$ cat src/rtl/ssd_pkg.sv
// Shared seven-segment types and active-low glyph constants {a,b,c,d,e,f,g,dp}.
package ssd_pkg;

    typedef logic [7:0] seg_t;

    localparam seg_t SEG_0   = 8'b0000_0011;
    localparam seg_t SEG_1   = 8'b1001_1111;
    localparam seg_t SEG_2   = 8'b0010_0101;
    localparam seg_t SEG_3   = 8'b0000_1101;
    localparam seg_t SEG_4   = 8'b1001_1001;
    localparam seg_t SEG_5   = 8'b0100_1001;
    localparam seg_t SEG_6   = 8'b0100_0001;
    localparam seg_t SEG_7   = 8'b0001_1111;
    localparam seg_t SEG_8   = 8'b0000_0001;
    localparam seg_t SEG_9   = 8'b0000_1001;
    localparam seg_t SEG_OFF = 8'hFF;

endpackage

$ cat src/rtl/ssd_scan_driver_if.sv
// Bus between the score logic (master) and the scanned display driver (slave).
interface ssd_scan_driver_if
    import ssd_pkg::*;
#(
    parameter int DIGITS = 4
);
    logic [4*DIGITS-1:0] bcd_in;
    logic [DIGITS-1:0]   dp_in;
    logic [DIGITS-1:0]   blank_in;
    logic                load;
    logic [DIGITS-1:0]   an;
    seg_t                segs;
    logic                frame_done;

    modport master (
        output bcd_in, dp_in, blank_in, load,
        input  an, segs, frame_done
    );

    modport slave (
        input  bcd_in, dp_in, blank_in, load,
        output an, segs, frame_done
    );
endinterface

$ cat src/rtl/ssd_decode.sv
// BCD to active-low segment decoder; dp bit always off, codes 10..15 dark.
module ssd_decode
    import ssd_pkg::*;
(
    input  logic [3:0] bcd,
    output seg_t       seg
);
    always_comb begin
        seg = SEG_OFF;
        case (bcd)
            4'd0:    seg = SEG_0;
            4'd1:    seg = SEG_1;
            4'd2:    seg = SEG_2;
            4'd3:    seg = SEG_3;
            4'd4:    seg = SEG_4;
            4'd5:    seg = SEG_5;
            4'd6:    seg = SEG_6;
            4'd7:    seg = SEG_7;
            4'd8:    seg = SEG_8;
            4'd9:    seg = SEG_9;
            default: seg = SEG_OFF;
        endcase
    end
endmodule

$ cat src/rtl/ssd_scan_driver.sv
// Multiplexed N-digit seven-segment scanner with frame-aligned commit of new values.
// Optional macro SSD_LZ_SUPPRESS_EN blanks leading zeros of the shown value.
module ssd_scan_driver
    import ssd_pkg::*;
#(
    parameter int DIGITS    = 4,
    parameter int SLOT_CYC  = 100000,
    parameter int GHOST_CYC = 16
) (
    input  logic             clk,
    input  logic             rst,
    ssd_scan_driver_if.slave bus
);
    localparam int CNT_W = (SLOT_CYC > 1) ? $clog2(SLOT_CYC) : 1;
    localparam int IDX_W = (DIGITS > 1) ? $clog2(DIGITS) : 1;
    localparam logic [CNT_W-1:0] SLOT_LAST = CNT_W'(SLOT_CYC - 1);
    localparam logic [CNT_W-1:0] GHOST_END = CNT_W'(GHOST_CYC);
    localparam logic [IDX_W-1:0] IDX_LAST  = IDX_W'(DIGITS - 1);

    logic [CNT_W-1:0]    cnt;
    logic [IDX_W-1:0]    idx;
    logic [4*DIGITS-1:0] pend_bcd, shown_bcd;
    logic [DIGITS-1:0]   pend_dp, pend_blank, shown_dp, shown_blank;
    logic                pend_valid;
    logic                lit;
    logic [DIGITS-1:0]   an_r;
    seg_t                segs_r;
    logic                frame_done_r;

    logic                slot_end, frame_end, dark;
    logic [DIGITS-1:0]   lz, an_next;
    logic [3:0]          dig_bcd;
    logic                dig_dp, dig_blank, dig_lz;
    seg_t                dig_seg, seg_next;

`ifdef SSD_LZ_SUPPRESS_EN
    logic zero_run;

    always_comb begin
        lz       = '0;
        zero_run = 1'b1;
        for (int unsigned i = DIGITS - 1; i >= 1; i--) begin
            zero_run = zero_run && (shown_bcd[i*4 +: 4] == 4'd0);
            lz[i]    = zero_run;
        end
    end
`else
    assign lz = '0;
`endif

    // Anodes stay off until something has been committed, even though the reset
    // blank mask would already darken the segments.
    always_comb begin
        slot_end  = (cnt == SLOT_LAST);
        frame_end = slot_end && (idx == IDX_LAST);
        dark      = (cnt < GHOST_END) || !lit;
        dig_bcd   = '0;
        dig_dp    = 1'b0;
        dig_blank = 1'b1;
        dig_lz    = 1'b0;
        an_next   = '1;
        for (int unsigned i = 0; i < DIGITS; i++) begin
            if (idx == IDX_W'(i)) begin
                dig_bcd    = shown_bcd[i*4 +: 4];
                dig_dp     = shown_dp[i];
                dig_blank  = shown_blank[i];
                dig_lz     = lz[i];
                an_next[i] = dark;
            end
        end
    end

    ssd_decode u_decode (
        .bcd (dig_bcd),
        .seg (dig_seg)
    );

    always_comb begin
        if (dark || dig_blank)
            seg_next = SEG_OFF;
        else if (dig_lz)
            seg_next = SEG_OFF & {7'h7F, ~dig_dp};
        else
            seg_next = dig_seg & {7'h7F, ~dig_dp};
    end

    always_ff @(posedge clk or posedge rst) begin
        if (rst) begin
            cnt          <= '0;
            idx          <= '0;
            pend_bcd     <= '0;
            pend_dp      <= '0;
            pend_blank   <= '1;
            pend_valid   <= 1'b0;
            shown_bcd    <= '0;
            shown_dp     <= '0;
            shown_blank  <= '1;
            lit          <= 1'b0;
            an_r         <= '1;
            segs_r       <= SEG_OFF;
            frame_done_r <= 1'b0;
        end else begin
            if (slot_end) begin
                cnt <= '0;
                idx <= (idx == IDX_LAST) ? '0 : idx + 1'b1;
            end else begin
                cnt <= cnt + 1'b1;
            end

            frame_done_r <= frame_end;

            if (frame_end && pend_valid) begin
                shown_bcd   <= pend_bcd;
                shown_dp    <= pend_dp;
                shown_blank <= pend_blank;
                lit         <= 1'b1;
            end

            // A load on the commit edge lands in pending and waits a full frame.
            if (bus.load) begin
                pend_bcd   <= bus.bcd_in;
                pend_dp    <= bus.dp_in;
                pend_blank <= bus.blank_in;
                pend_valid <= 1'b1;
            end else if (frame_end) begin
                pend_valid <= 1'b0;
            end

            an_r   <= an_next;
            segs_r <= seg_next;
        end
    end

    assign bus.an         = an_r;
    assign bus.segs       = segs_r;
    assign bus.frame_done = frame_done_r;
endmodule
$ cat src/flat_wrapper.sv
// flat-port wrapper written by rule: the top's interface ports become plain ports
module ssd_scan_driver_flat import ssd_pkg::*;
#(
    parameter int DIGITS    = 4,
    parameter int SLOT_CYC  = 100000,
    parameter int GHOST_CYC = 16
)
  (clk, rst, bus_bcd_in, bus_dp_in, bus_blank_in, bus_load, bus_an, bus_segs, bus_frame_done);
  ssd_scan_driver_if #(.DIGITS(DIGITS)) bus_i ();
  input  logic clk;
  input  logic rst;
  input wire logic [$bits(bus_i.bcd_in)-1:0] bus_bcd_in;
  input wire logic [$bits(bus_i.dp_in)-1:0] bus_dp_in;
  input wire logic [$bits(bus_i.blank_in)-1:0] bus_blank_in;
  input wire logic [$bits(bus_i.load)-1:0] bus_load;
  output wire logic [$bits(bus_i.an)-1:0] bus_an;
  output wire logic [$bits(bus_i.segs)-1:0] bus_segs;
  output wire logic [$bits(bus_i.frame_done)-1:0] bus_frame_done;
  assign bus_i.bcd_in = bus_bcd_in;
  assign bus_i.dp_in = bus_dp_in;
  assign bus_i.blank_in = bus_blank_in;
  assign bus_i.load = bus_load;
  assign bus_an = bus_i.an;
  assign bus_segs = bus_i.segs;
  assign bus_frame_done = bus_i.frame_done;
  ssd_scan_driver #(.DIGITS(DIGITS), .SLOT_CYC(SLOT_CYC), .GHOST_CYC(GHOST_CYC)) u_core (.clk(clk), .rst(rst), .bus(bus_i));
endmodule
$ cat config.mk
export PLATFORM = sky130hd
export DESIGN_NAME = ssd_scan_driver_flat
export DESIGN_NICKNAME = d
export VERILOG_FILES = /design/src/rtl/ssd_pkg.sv /design/src/rtl/ssd_scan_driver_if.sv /design/src/rtl/ssd_decode.sv /design/src/rtl/ssd_scan_driver.sv /design/src/flat_wrapper.sv
export SDC_FILE = /design/constraint.sdc
export NUM_CORES = 1
export LEC_CHECK = 0
export BUFFER_PORTS_ARGS = -buffer_cell sky130_fd_sc_hd__buf_4
export CELL_PAD_IN_SITES_DETAIL_PLACEMENT = 0
export CELL_PAD_IN_SITES_GLOBAL_PLACEMENT = 1
export CORE_MARGIN = 2
export CORE_UTILIZATION = 25
export CTS_BUF_LIST = sky130_fd_sc_hd__clkbuf_4 sky130_fd_sc_hd__clkbuf_8
export DETAILED_ROUTE_END_ITERATION = 16
export GPL_TIMING_DRIVEN = 0
export MAX_ROUTING_LAYER = met4
export PLACE_DENSITY = 0.53
export SETUP_SLACK_MARGIN = 0.3
export SLEW_MARGIN = 20
export SYNTH_ARGS = -nofsm -noshare
export SYNTH_HDL_FRONTEND = slang
export SYNTH_SLANG_ARGS = --single-unit
$ cat constraint.sdc
create_clock -name clk -period 3.25 [get_ports clk]
set_clock_uncertainty 0.1 [all_clocks]
set_input_delay 0.65 -clock clk [delete_from_list [all_inputs] [get_ports clk]]
set_output_delay 0.65 -clock clk [all_outputs]
set_load 0.005 [all_outputs]
==> results.sh <==
export IMPL_status="completed"
export IMPL_slowest_stage="dfrtp_1"
export IMPL_dp_cells=501
export IMPL_cp_top_family="simple AND/OR/NAND/NOR gates"
export IMPL_synthCells=278
export IMPL_cap_violations=0
export IMPL_cts_setup_buffers=0
export IMPL_power_mw=2.00
export IMPL_pwr_density_cell_nw_per_um2=448
export IMPL_grt_overflow=0
export IMPL_finalSetupViolations=0
export IMPL_die_w_um=126
export IMPL_cp_max_fo=9
export IMPL_final_layout_size_suffix_gt1_share_pct=42.3
export IMPL_routed_via_count=2209
export IMPL_clk_path_buf_depth=2
export IMPL_avgSynthCellArea_um2=13.3
export IMPL_layout_common_cells="62 x dfrtp_1, 38 x buf_4, 29 x mux2_2"
export IMPL_final_cells=517
export IMPL_worst_pin_slew_ns=0.634
export IMPL_hp_class="in2async"
export IMPL_h_tree_depth=3
export IMPL_cts_clk_slew_worst_paths_ns=0.08
export IMPL_initial_utilization_pct=25.5
export IMPL_yosys_warnings=0
export IMPL_placement_io_buffers=38
export IMPL_gp_congestion=0.751
export IMPL_end_kind="flip-flop"
export IMPL_crit_type="reg2reg"
export IMPL_clk_latency_ns=0.36
export IMPL_power_leakage_nw=1.98
export IMPL_dieArea_um2=15800
export IMPL_numCtsBuffers=9
export IMPL_grt_pass1_wl_mm=12.3
export IMPL_syn_nets=315
export IMPL_required_ns=3.43
export IMPL_vias_per_cell=4.27
export IMPL_wirelength_mm=7.27
export IMPL_coreArea_um2=14500
export IMPL_firstDrtPassIters=4
export IMPL_final_common_cell="dfrtp_1"
export IMPL_r2r_end="u_core.bus.segs[3]"
export IMPL_holdWs_ns=0.207
export IMPL_grt_usage_pct=10.4
export IMPL_clock_fmax_mhz=393
export IMPL_diodes=0
export IMPL_synth_cell_types=48
export IMPL_nets=365
export IMPL_syn_area_um2=3690
export IMPL_drt_iter0_markers=99
export IMPL_die_h_um=126
export IMPL_nFillCells=1476
export IMPL_ant_nets=0
export IMPL_crit_path_start_kind="flip-flop"
export IMPL_grt_max_degree=48
export IMPL_rr_worst_depth=9
export IMPL_relSlewSlack_pct=57.8
export IMPL_clockRootBuffer="clkbuf_8"
export IMPL_path_buf_inv=2
export IMPL_grt_pass1_vias=2304
export IMPL_rsz0062_at_grt="false"
export IMPL_synth_seq_cells=82
export IMPL_drc=0
export IMPL_r2r_slack_ns=0.70
export IMPL_cts_hold_buf=0
export IMPL_synth_edf_count=0
export IMPL_ios=40
export IMPL_rows=44
export IMPL_finalCriticalPeriod_ns=2.55
export IMPL_antenna_found_initial=0
export IMPL_arrival_ns=2.73
export IMPL_dp_final_hpwl_mm=5.23
export IMPL_postSynth_asyncResetShare_pct=100
export IMPL_path_cells="inv_1 > ha_1 > buf_2 > nor2b_1 > a221oi_1 > or2_2 > ha_1 > mux2_1 > a21oi_1"
export IMPL_cts_tree="yes"
export IMPL_crit_top_cell="ha_1"
export IMPL_critical_path_max_stage_delay_ns=0.38
export IMPL_slew_violations=0
export IMPL_layout_area_overhead_vs_synth_pct=21.1
export IMPL_wl_per_cell_um=14.1
export IMPL_yosysSeqAreaShare_pct=56.3
export IMPL_cts_sinks=82
export IMPL_hold_viol=0
export IMPL_vdd_drop_max_mv=0.188
export IMPL_synthFlopType="dfrtp_1"
export IMPL_r2r_start="u_core.idx[1]"
export IMPL_finalCritPeriodShare_pct=78.3
[stage by stage]
stage	utilization (%)	cell area, um^2	worst slack [ns]	setup TNS [ns]
floorplan	-	3690	0.425	0
global placement	29.1	4210	-0.647	-39.79
detailed placement	29.3	4240	0.565	0
CTS	30.8	4460	0.528	0
global route	30.9	4470	0.464	0
finish	30.9	4470	0.704	0
[Yosys cell counts (all sizes together), types with 5 or more instances]
master	n	area [um^2]
a21oi	7	35.0
buf	7	70.1
dfrtp	62	1550
dfstp	20	526
ha	10	125
inv	14	52.6
mux2	49	623
nand2	15	58.8
nand3	7	35.0
nor2	14	52.6
nor4	5	52.6
xnor2	9	78.8
xor2	5	43.8
[logic make-up after synthesis]
group | after synthesis | synth area share, %
buffers and inverters | 25 | 3.73
flip-flops | 82 | 56.3
AO/OA/AOI/OAI | 28 | 5.32
AND/OR/NAND/NOR | 66 | 10.0
adder cells (fa/ha/maj) | 10 | 3.39
XOR/XNOR | 14 | 3.32
multiplexers | 53 | 18.0
[area by class of cell]
class,instances,area [um^2],share of cell area [%]
Tap cell,184,230,5.15
Inverter,14,55.1,1.23
Clock buffer,14,168,3.75
Sequential cell,82,2080,46.5
Clock inverter,2,60.1,1.34
Multi-Input combinational cell,171,1480,33.2
Buffer,11,85.1,1.90
Timing Repair Buffer,39,313,7.00
[worst max-delay path by stage]
| stage | from | end | slack, ns | depth (start not counted) |
|---|---|---|---|---|
| floorplan | rst | u_core.bus.frame_done | 0.42 | 1 |
| global placement | rst | u_core.pend_dp[1] | -0.65 | 2 |
| detailed placement | u_core.idx[1] | u_core.bus.segs[2] | 0.57 | 11 |
| CTS | u_core.idx[1] | u_core.bus.segs[2] | 0.53 | 11 |
| global route | u_core.idx[0] | u_core.bus.segs[3] | 0.46 | 9 |
| finish | u_core.idx[1] | u_core.bus.segs[3] | 0.70 | 9 |
[registers in the layout, summed over array words and instances (netlist names)]
name,cells
u_core.pend_dp,4
u_core.pend_blank,4
u_core.bus.an,4
u_core.cnt,17
u_core.idx,2
u_core.lit,1
u_core.shown_bcd,16
u_core.shown_blank,4
u_core.pend_valid,1
u_core.bus.frame_done,1
u_core.bus.segs,8
u_core.shown_dp,4
u_core.pend_bcd,16
[per-layer routing]
layer / global-route usage [%] / routed length, um
met5: - / 0
met3: 2.74 / 285
met2: 14.6 / 3170
met4: 4.71 / 148
met1: 13.9 / 3670
[power breakdown]
group          switching (mW)  leakage [nW]  internal, mW
Clock                   0.354         0.119         0.489
Combinational          0.0372         0.847        0.0504
Sequential             0.0162          1.01          1.05
Total                   0.408          1.98          1.59
[timing repair]
item                                    4_1_cts  5_1_grt
hold endpoints to repair                      0        0
endpoints found under the setup margin        0        4
gates resized for setup                       0        1
Note: power is estimated with default switching activity, not from simulation.
